===== config.mk =====
export PLATFORM = sky130hd
export DESIGN_NAME = aes_round_sequencer
export DESIGN_NICKNAME = d
export VERILOG_FILES = /design/src/rtl/aes_seq_pkg.sv /design/src/rtl/aes_round_counter.sv /design/src/rtl/aes_round_sequencer.sv
export SDC_FILE = /design/constraint.sdc
export NUM_CORES = 1
export LEC_CHECK = 0
export CELL_PAD_IN_SITES_DETAIL_PLACEMENT = 0
export CELL_PAD_IN_SITES_GLOBAL_PLACEMENT = 1
export CORE_MARGIN = 2
export CORE_UTILIZATION = 39
export CTS_CLUSTER_SIZE = 30
export DETAILED_ROUTE_END_ITERATION = 7
export HOLD_SLACK_MARGIN = 0.05
export PLACE_DENSITY = 0.87
export SLEW_MARGIN = 20
export SYNTH_ARGS = -nofsm -noshare
export SYNTH_HDL_FRONTEND = slang
export SYNTH_HIERARCHICAL = 1
export SYNTH_SLANG_ARGS = --single-unit

===== constraint.sdc =====
create_clock -name clk -period 3.36 [get_ports clk]
set_input_delay 0.336 -clock clk [delete_from_list [all_inputs] [get_ports clk]]
set_output_delay 0.336 -clock clk [all_outputs]
set_load 0.03 [all_outputs]

===== src/rtl/aes_seq_pkg.sv =====
// Shared types and constants for the AES round sequencer: FSM states,
// key-length codes, round-count lookup and the round-constant table.
package aes_seq_pkg;

    typedef enum logic [2:0] {
        ST_IDLE,
        ST_LOAD,
        ST_ROUND,
        ST_FINAL,
        ST_HOLD
    } seq_state_e;

    localparam logic [1:0] KEYLEN_128 = 2'b00;
    localparam logic [1:0] KEYLEN_192 = 2'b01;
    localparam logic [1:0] KEYLEN_256 = 2'b10;

    localparam logic [7:0] RCON [1:10] = '{
        8'h01, 8'h02, 8'h04, 8'h08, 8'h10,
        8'h20, 8'h40, 8'h80, 8'h1B, 8'h36
    };

    // Illegal code 11 never reaches this lookup (the block is rejected).
    function automatic logic [3:0] nr_of(input logic [1:0] key_len);
        case (key_len)
            KEYLEN_192: nr_of = 4'd12;
            KEYLEN_256: nr_of = 4'd14;
            default:    nr_of = 4'd10;
        endcase
    endfunction

    function automatic logic [7:0] rcon_of(input logic [3:0] idx);
        rcon_of = 8'h00;
        if (idx >= 4'd1 && idx <= 4'd10) begin
            rcon_of = RCON[idx];
        end
    endfunction

endpackage


===== src/rtl/aes_round_counter.sv =====
// Sub-cycle counter and up/down round index counter for the AES sequencer.
// Exposes next-cycle values so the parent can register its decoded outputs.
module aes_round_counter
    import aes_seq_pkg::*;
#(
    parameter int ROUND_CYCLES = 1,
    parameter int RIDX_W       = 4
) (
    input  logic              clk,
    input  logic              rst_n,
    input  logic              clr,
    input  logic              load,
    input  logic              step,
    input  logic              tick,
    input  logic              down,
    input  logic [RIDX_W-1:0] load_idx,
    input  logic [RIDX_W-1:0] nr,
    output logic [RIDX_W-1:0] round_idx,
    output logic [RIDX_W-1:0] idx_next,
    output logic              sub_last,
    output logic              sub_last_next,
    output logic              round_tc
);

    localparam int SUB_W = 2;
    localparam logic [SUB_W-1:0] SUB_MAX = SUB_W'(ROUND_CYCLES - 1);

    logic [SUB_W-1:0]  sub_reg;
    logic [SUB_W-1:0]  sub_next;
    logic [RIDX_W-1:0] idx_reg;

    always_comb begin
        sub_next = sub_reg;
        idx_next = idx_reg;
        if (clr) begin
            sub_next = '0;
            idx_next = '0;
        end else if (load) begin
            sub_next = '0;
            idx_next = load_idx;
        end else begin
            if (tick) begin
                sub_next = sub_last ? '0 : sub_reg + SUB_W'(1);
            end
            if (step) begin
                idx_next = down ? idx_reg - RIDX_W'(1) : idx_reg + RIDX_W'(1);
            end
        end
    end

    assign sub_last      = (sub_reg == SUB_MAX);
    assign sub_last_next = (sub_next == SUB_MAX);
    // Last middle round: Nr-1 going up, 1 going down.
    assign round_tc      = down ? (idx_reg == RIDX_W'(1)) : (idx_reg == nr - RIDX_W'(1));
    assign round_idx     = idx_reg;

    always_ff @(posedge clk or negedge rst_n) begin
        if (!rst_n) begin
            sub_reg <= '0;
            idx_reg <= '0;
        end else begin
            sub_reg <= sub_next;
            idx_reg <= idx_next;
        end
    end

endmodule


===== src/rtl/aes_round_sequencer.sv =====
// Control FSM for an iterative AES round datapath: accepts a block, walks
// the round schedule for AES-128/192/256 enc/dec, then holds the result.
module aes_round_sequencer
    import aes_seq_pkg::*;
#(
    parameter int ROUND_CYCLES = 1,
    parameter int RIDX_W       = 4
) (
    input  logic              clk,
    input  logic              rst_n,
    input  logic              in_valid,
    output logic              in_ready,
    input  logic [1:0]        key_len,
    input  logic              decrypt,
    input  logic              abort,
    output logic              ld_state,
    output logic              ld_key,
    output logic              round_en,
    output logic              first_round,
    output logic              last_round,
    output logic [RIDX_W-1:0] round_idx,
    output logic [7:0]        rcon,
    output logic              busy,
    output logic              out_valid,
    input  logic              out_ready,
    output logic              err_keylen
);

    seq_state_e        state_reg, state_next;
    logic [RIDX_W-1:0] nr_reg;
    logic              dec_reg;
    logic [RIDX_W-1:0] idx_next;
    logic [RIDX_W-1:0] load_idx;
    logic              key_ok, accept;
    logic              sub_last, sub_last_next, round_tc;
    logic              cnt_clr, cnt_step, cnt_tick;

    logic              round_en_reg, first_round_reg, last_round_reg;
    logic              busy_reg, out_valid_reg, err_keylen_reg;
    logic [7:0]        rcon_reg;

    // Gated by rst_n so nothing is offered while the sequencer is held in reset.
    assign in_ready = rst_n & ((state_reg == ST_IDLE) | ((state_reg == ST_HOLD) & out_ready));
    assign key_ok   = (key_len != 2'b11);
    assign accept   = in_valid & in_ready & ~abort;
    assign ld_state = accept & key_ok;
    assign ld_key   = ld_state;
    assign load_idx = decrypt ? RIDX_W'(nr_of(key_len)) : '0;

    always_comb begin
        state_next = state_reg;
        case (state_reg)
            ST_IDLE:  if (ld_state) state_next = ST_LOAD;
            ST_LOAD:  state_next = ST_ROUND;
            ST_ROUND: if (sub_last && round_tc) state_next = ST_FINAL;
            ST_FINAL: if (sub_last) state_next = ST_HOLD;
            ST_HOLD:  if (out_ready) state_next = ld_state ? ST_LOAD : ST_IDLE;
            default:  state_next = ST_IDLE;
        endcase
        if (abort) begin
            state_next = ST_IDLE;
        end
    end

    // LOAD is a single cycle regardless of ROUND_CYCLES, so it steps immediately.
    assign cnt_clr  = (state_next == ST_IDLE);
    assign cnt_step = (state_reg == ST_LOAD) | ((state_reg == ST_ROUND) & sub_last);
    assign cnt_tick = (state_reg == ST_ROUND) | (state_reg == ST_FINAL);

    aes_round_counter #(
        .ROUND_CYCLES (ROUND_CYCLES),
        .RIDX_W       (RIDX_W)
    ) u_counter (
        .clk           (clk),
        .rst_n         (rst_n),
        .clr           (cnt_clr),
        .load          (ld_state),
        .step          (cnt_step),
        .tick          (cnt_tick),
        .down          (dec_reg),
        .load_idx      (load_idx),
        .nr            (nr_reg),
        .round_idx     (round_idx),
        .idx_next      (idx_next),
        .sub_last      (sub_last),
        .sub_last_next (sub_last_next),
        .round_tc      (round_tc)
    );

    // Outputs are decoded from the next state so they leave flops directly.
    always_ff @(posedge clk or negedge rst_n) begin
        if (!rst_n) begin
            state_reg       <= ST_IDLE;
            nr_reg          <= '0;
            dec_reg         <= 1'b0;
            round_en_reg    <= 1'b0;
            first_round_reg <= 1'b0;
            last_round_reg  <= 1'b0;
            busy_reg        <= 1'b0;
            out_valid_reg   <= 1'b0;
            err_keylen_reg  <= 1'b0;
            rcon_reg        <= 8'h00;
        end else begin
            state_reg <= state_next;
            if (ld_state) begin
                nr_reg  <= RIDX_W'(nr_of(key_len));
                dec_reg <= decrypt;
            end
            round_en_reg    <= (state_next == ST_LOAD) |
                               (((state_next == ST_ROUND) | (state_next == ST_FINAL)) & sub_last_next);
            first_round_reg <= (state_next == ST_LOAD);
            last_round_reg  <= (state_next == ST_FINAL);
            busy_reg        <= (state_next == ST_LOAD) | (state_next == ST_ROUND) |
                               (state_next == ST_FINAL);
            out_valid_reg   <= (state_next == ST_HOLD);
            err_keylen_reg  <= accept & ~key_ok;
            rcon_reg        <= rcon_of(idx_next[3:0]);
        end
    end

    assign round_en    = round_en_reg;
    assign first_round = first_round_reg;
    assign last_round  = last_round_reg;
    assign busy        = busy_reg;
    assign out_valid   = out_valid_reg;
    assign err_keylen  = err_keylen_reg;
    assign rcon        = rcon_reg;

endmodule


==> impl_results.md <==
- Largest register FFs: 8
- Port bufs: 28
- Critical path buffers and inverters: 1
- Period minus WS final: 3200 ps
- Fraction of layout cells with a size suffix above 1: 0.1452
- Post-DRT Antenna Nets: 0
- N_diodes: 0
- Critical path arrival: 3410 ps
- Cells after DPL: 228
- First-pass DRT Iterations: 4
- Vias in the first global route: 1188
- Via count: 1170
- Peak VDD IR: 0.1727 mV
- CTS buffer count: 3
- CP top delay family: compound AO/OA/AOI/OAI gates
- CTS sink count: 27
- Hold path depth: 1
- Total grt overflow: 0
- Critical Path Sink Type: register
- Worst-Skew Late Latency: 270 ps
- Register area share after synthesis: 0.4470
- Crit Path Max Fanout: 4
- Net count, final: 203
- CTS Root Cell: clkbuf_8
- Crit start category: register
- Residual DRC: 0
- Initial antenna violation count: 0
- Die Footprint: 4390 um^2
- Initial Util: 0.4098
- Die Y-Extent: 66.26 um
- Leak: 0.0008512 uW
- TritonCTS clock tree: built
- Critical path endpoint: rcon[3]
- Synth area leaders: dfrtp_1 (45%), ha_1 (6.6%), inv_1 (4.0%)
- Htree depth: 1
- Headroom to the max-slew limit: 0.5644
- Pwr per Cell Area: 351.7 nW/um^2
- FF-to-FF Start: nr_reg[1]
- Max Fclk: 0.3125 GHz
- Hold_sp: nr_reg[3]
- Cell Rows: 22
- Cell Chain, Critical Path: inv_1 -> ha_4 -> xnor2_1 -> nor3_1 -> a31o_2 -> nand3b_1 -> a2111oi_4 -> a211oi_2 -> or3_1 -> a211o_1 -> o211ai_1 -> nand2b_1 -> mux2_4 -> nor2_4
- Mapped Area: 1511 um^2
- Synthesized flop and latch total: 27
- P&R area growth vs syn: 30.63%
- Largest net degree at the start of global routing: 29
- Async S/R FF share, synth: 1.000
- Yosys warning count: 6
- Outcome: finished clean
- CP startpoint: nr_reg[1]
- Worst clock skew: 1.603 ps
- Hold WS: 500.8 ps
- Worst stage delay on the critical path: 420 ps
- Fin util: 0.5353
- Final HPWL DP: 2349 um
- Clk slew on worst S/H paths: 90 ps
- Routed len/inst: 13.80 um
- Average size of a mapped cell: 10.28 um^2
- WS Path Type: register to register
- Post-Synthesis Cells: 147
- EDFF count, synth: 0
- Non-Filler Instances: 234
- Setup TNS: 0 ps
- Global-route wire length before repair: 5361 um
- Distinct cells, synth: 44
- Maxcap violations: 0
- Setup violators final: 0
- Final wirelength: 3230 um
- Core Area: 3689 um^2
- CP Depth: 14
- Slew Limit Fails: 0
- Worst min path class: register to register
- Top_reg_cell synth: dfrtp_1
- Vias per inst: 5.000
- R2r worst-path depth: 14
- FF-to-FF End: rcon[3]
- Final Hold Fails: 0
- Detailed router's first-iteration violation count: 25
- Top-area cell type share of the netlist area: 0.4470
- Worst path required time: 3570 ps
- Clock tree buffer depth: 2
- GR Util All Layers: 0.1593
- Worst-Margin Slew: 653.5 ps
- Ratio of final minimum period to clock period: 0.9523
- Num ports: 29
- R2R Setup Slk: 160 ps
- Synth area leader: dfrtp_1
- Chip width: 66.26 um
- Last weighted congestion value of the routability-driven placer: 0.7524
- Slowest-stage cell, CP: a2111oi_4
## synth_stat cells (2+ instances only)
cell	n
nor3b_1	2
clkbuf_1	2
xor2_1	3
or2_1	2
a211o_1	2
a21oi_1	8
nor2_1	7
inv_1	16
nor3_1	5
and3_1	2
mux2i_1	5
or3_1	2
nand3b_1	4
xnor2_1	6
nand2b_1	7
and2b_2	2
o21ai_0	4
or4b_1	2
nand2_1	7
ha_1	8
nor2b_1	2
dfrtp_1	27
## logic make-up after synthesis
kind of cell | share of synthesized area
AND/OR/NAND/NOR | 0.2144
AO/OA/AOI/OAI | 0.1126
XOR/XNOR | 0.05216
adder cells (fa/ha/maj) | 0.06623
buffers and inverters | 0.05712
multiplexers | 0.04801
other | 0.002481
flip-flops | 0.4470
## layout by cell type (no fill, tap or decap), types with 3 or more instances in the layout
master            n
nor2_1            6
buf_4            10
o21ai_0           4
ha_1              7
dfrtp_1          25
xor2_1            3
nand2b_1          7
mux2i_1           5
nor3_1            5
nand2_1           7
clkdlybuf4s50_1  26
nand3b_1          4
a21oi_1           8
conb_1            4
xnor2_1           6
inv_1            16
clkbuf_8          3
## timing repair
item / in CTS / in global routing
setup endpoints to repair: 0 / 2
buffers inserted: 0 / 2
resized for setup: 0 / 8
hold buffers: 0 / 0
## layout make-up
class                   instances  area [um^2]
fillers                       356         1714
multi-input cells             103        795.8
flip-flops and latches         27        678.2
repair buffers                 36        335.3
inverters                      16        60.06
well taps                      48        60.06
clock buffers                   4        45.04
## stage by stage
step / cell area, um^2 / setup WS [ps] / total power (uW)
after global routing: 1974 / -35.39 / 734.8
final: 1974 / 160.3 / 694.4
after detailed placement: 1877 / 134.9 / 507.4
after CTS: 1922 / 99.18 / 693.0
after global placement: 1877 / 245.2 / 503.4
after floorplan: 1523 / 211.4 / 455.5
## worst min-delay path by stage
| stage | end | slack, ps |
|---|---|---|
| 2_1_floorplan | busy | 40 |
| 3_3_place_gp | nr_reg[3] | 470 |
| 3_5_place_dp | nr_reg[3] | 480 |
| 4_1_cts | nr_reg[3] | 500 |
| 5_1_grt | err_keylen | 530 |
| 6_report | nr_reg[3] | 500 |
## report_power, final
part	switching (uW)	internal, uW	total [uW]	leakage (uW)
Combinational	77.9	72.2	150	0.000471
Sequential	18.9	341	360	0.000358
Clock	99.5	85.0	185	0.0000228
Total	196	498	694	0.000851
## layer usage
| layer | track usage | routed length (um) |
|---|---|---|
| met1 | 0.1935 | 1419 |
| met2 | 0.2750 | 1592 |
| met3 | 0.04259 | 179 |
| met4 | 0.04592 | 38 |
| met5 | 0 | 0 |
Power figures use the tool's default switching activity.
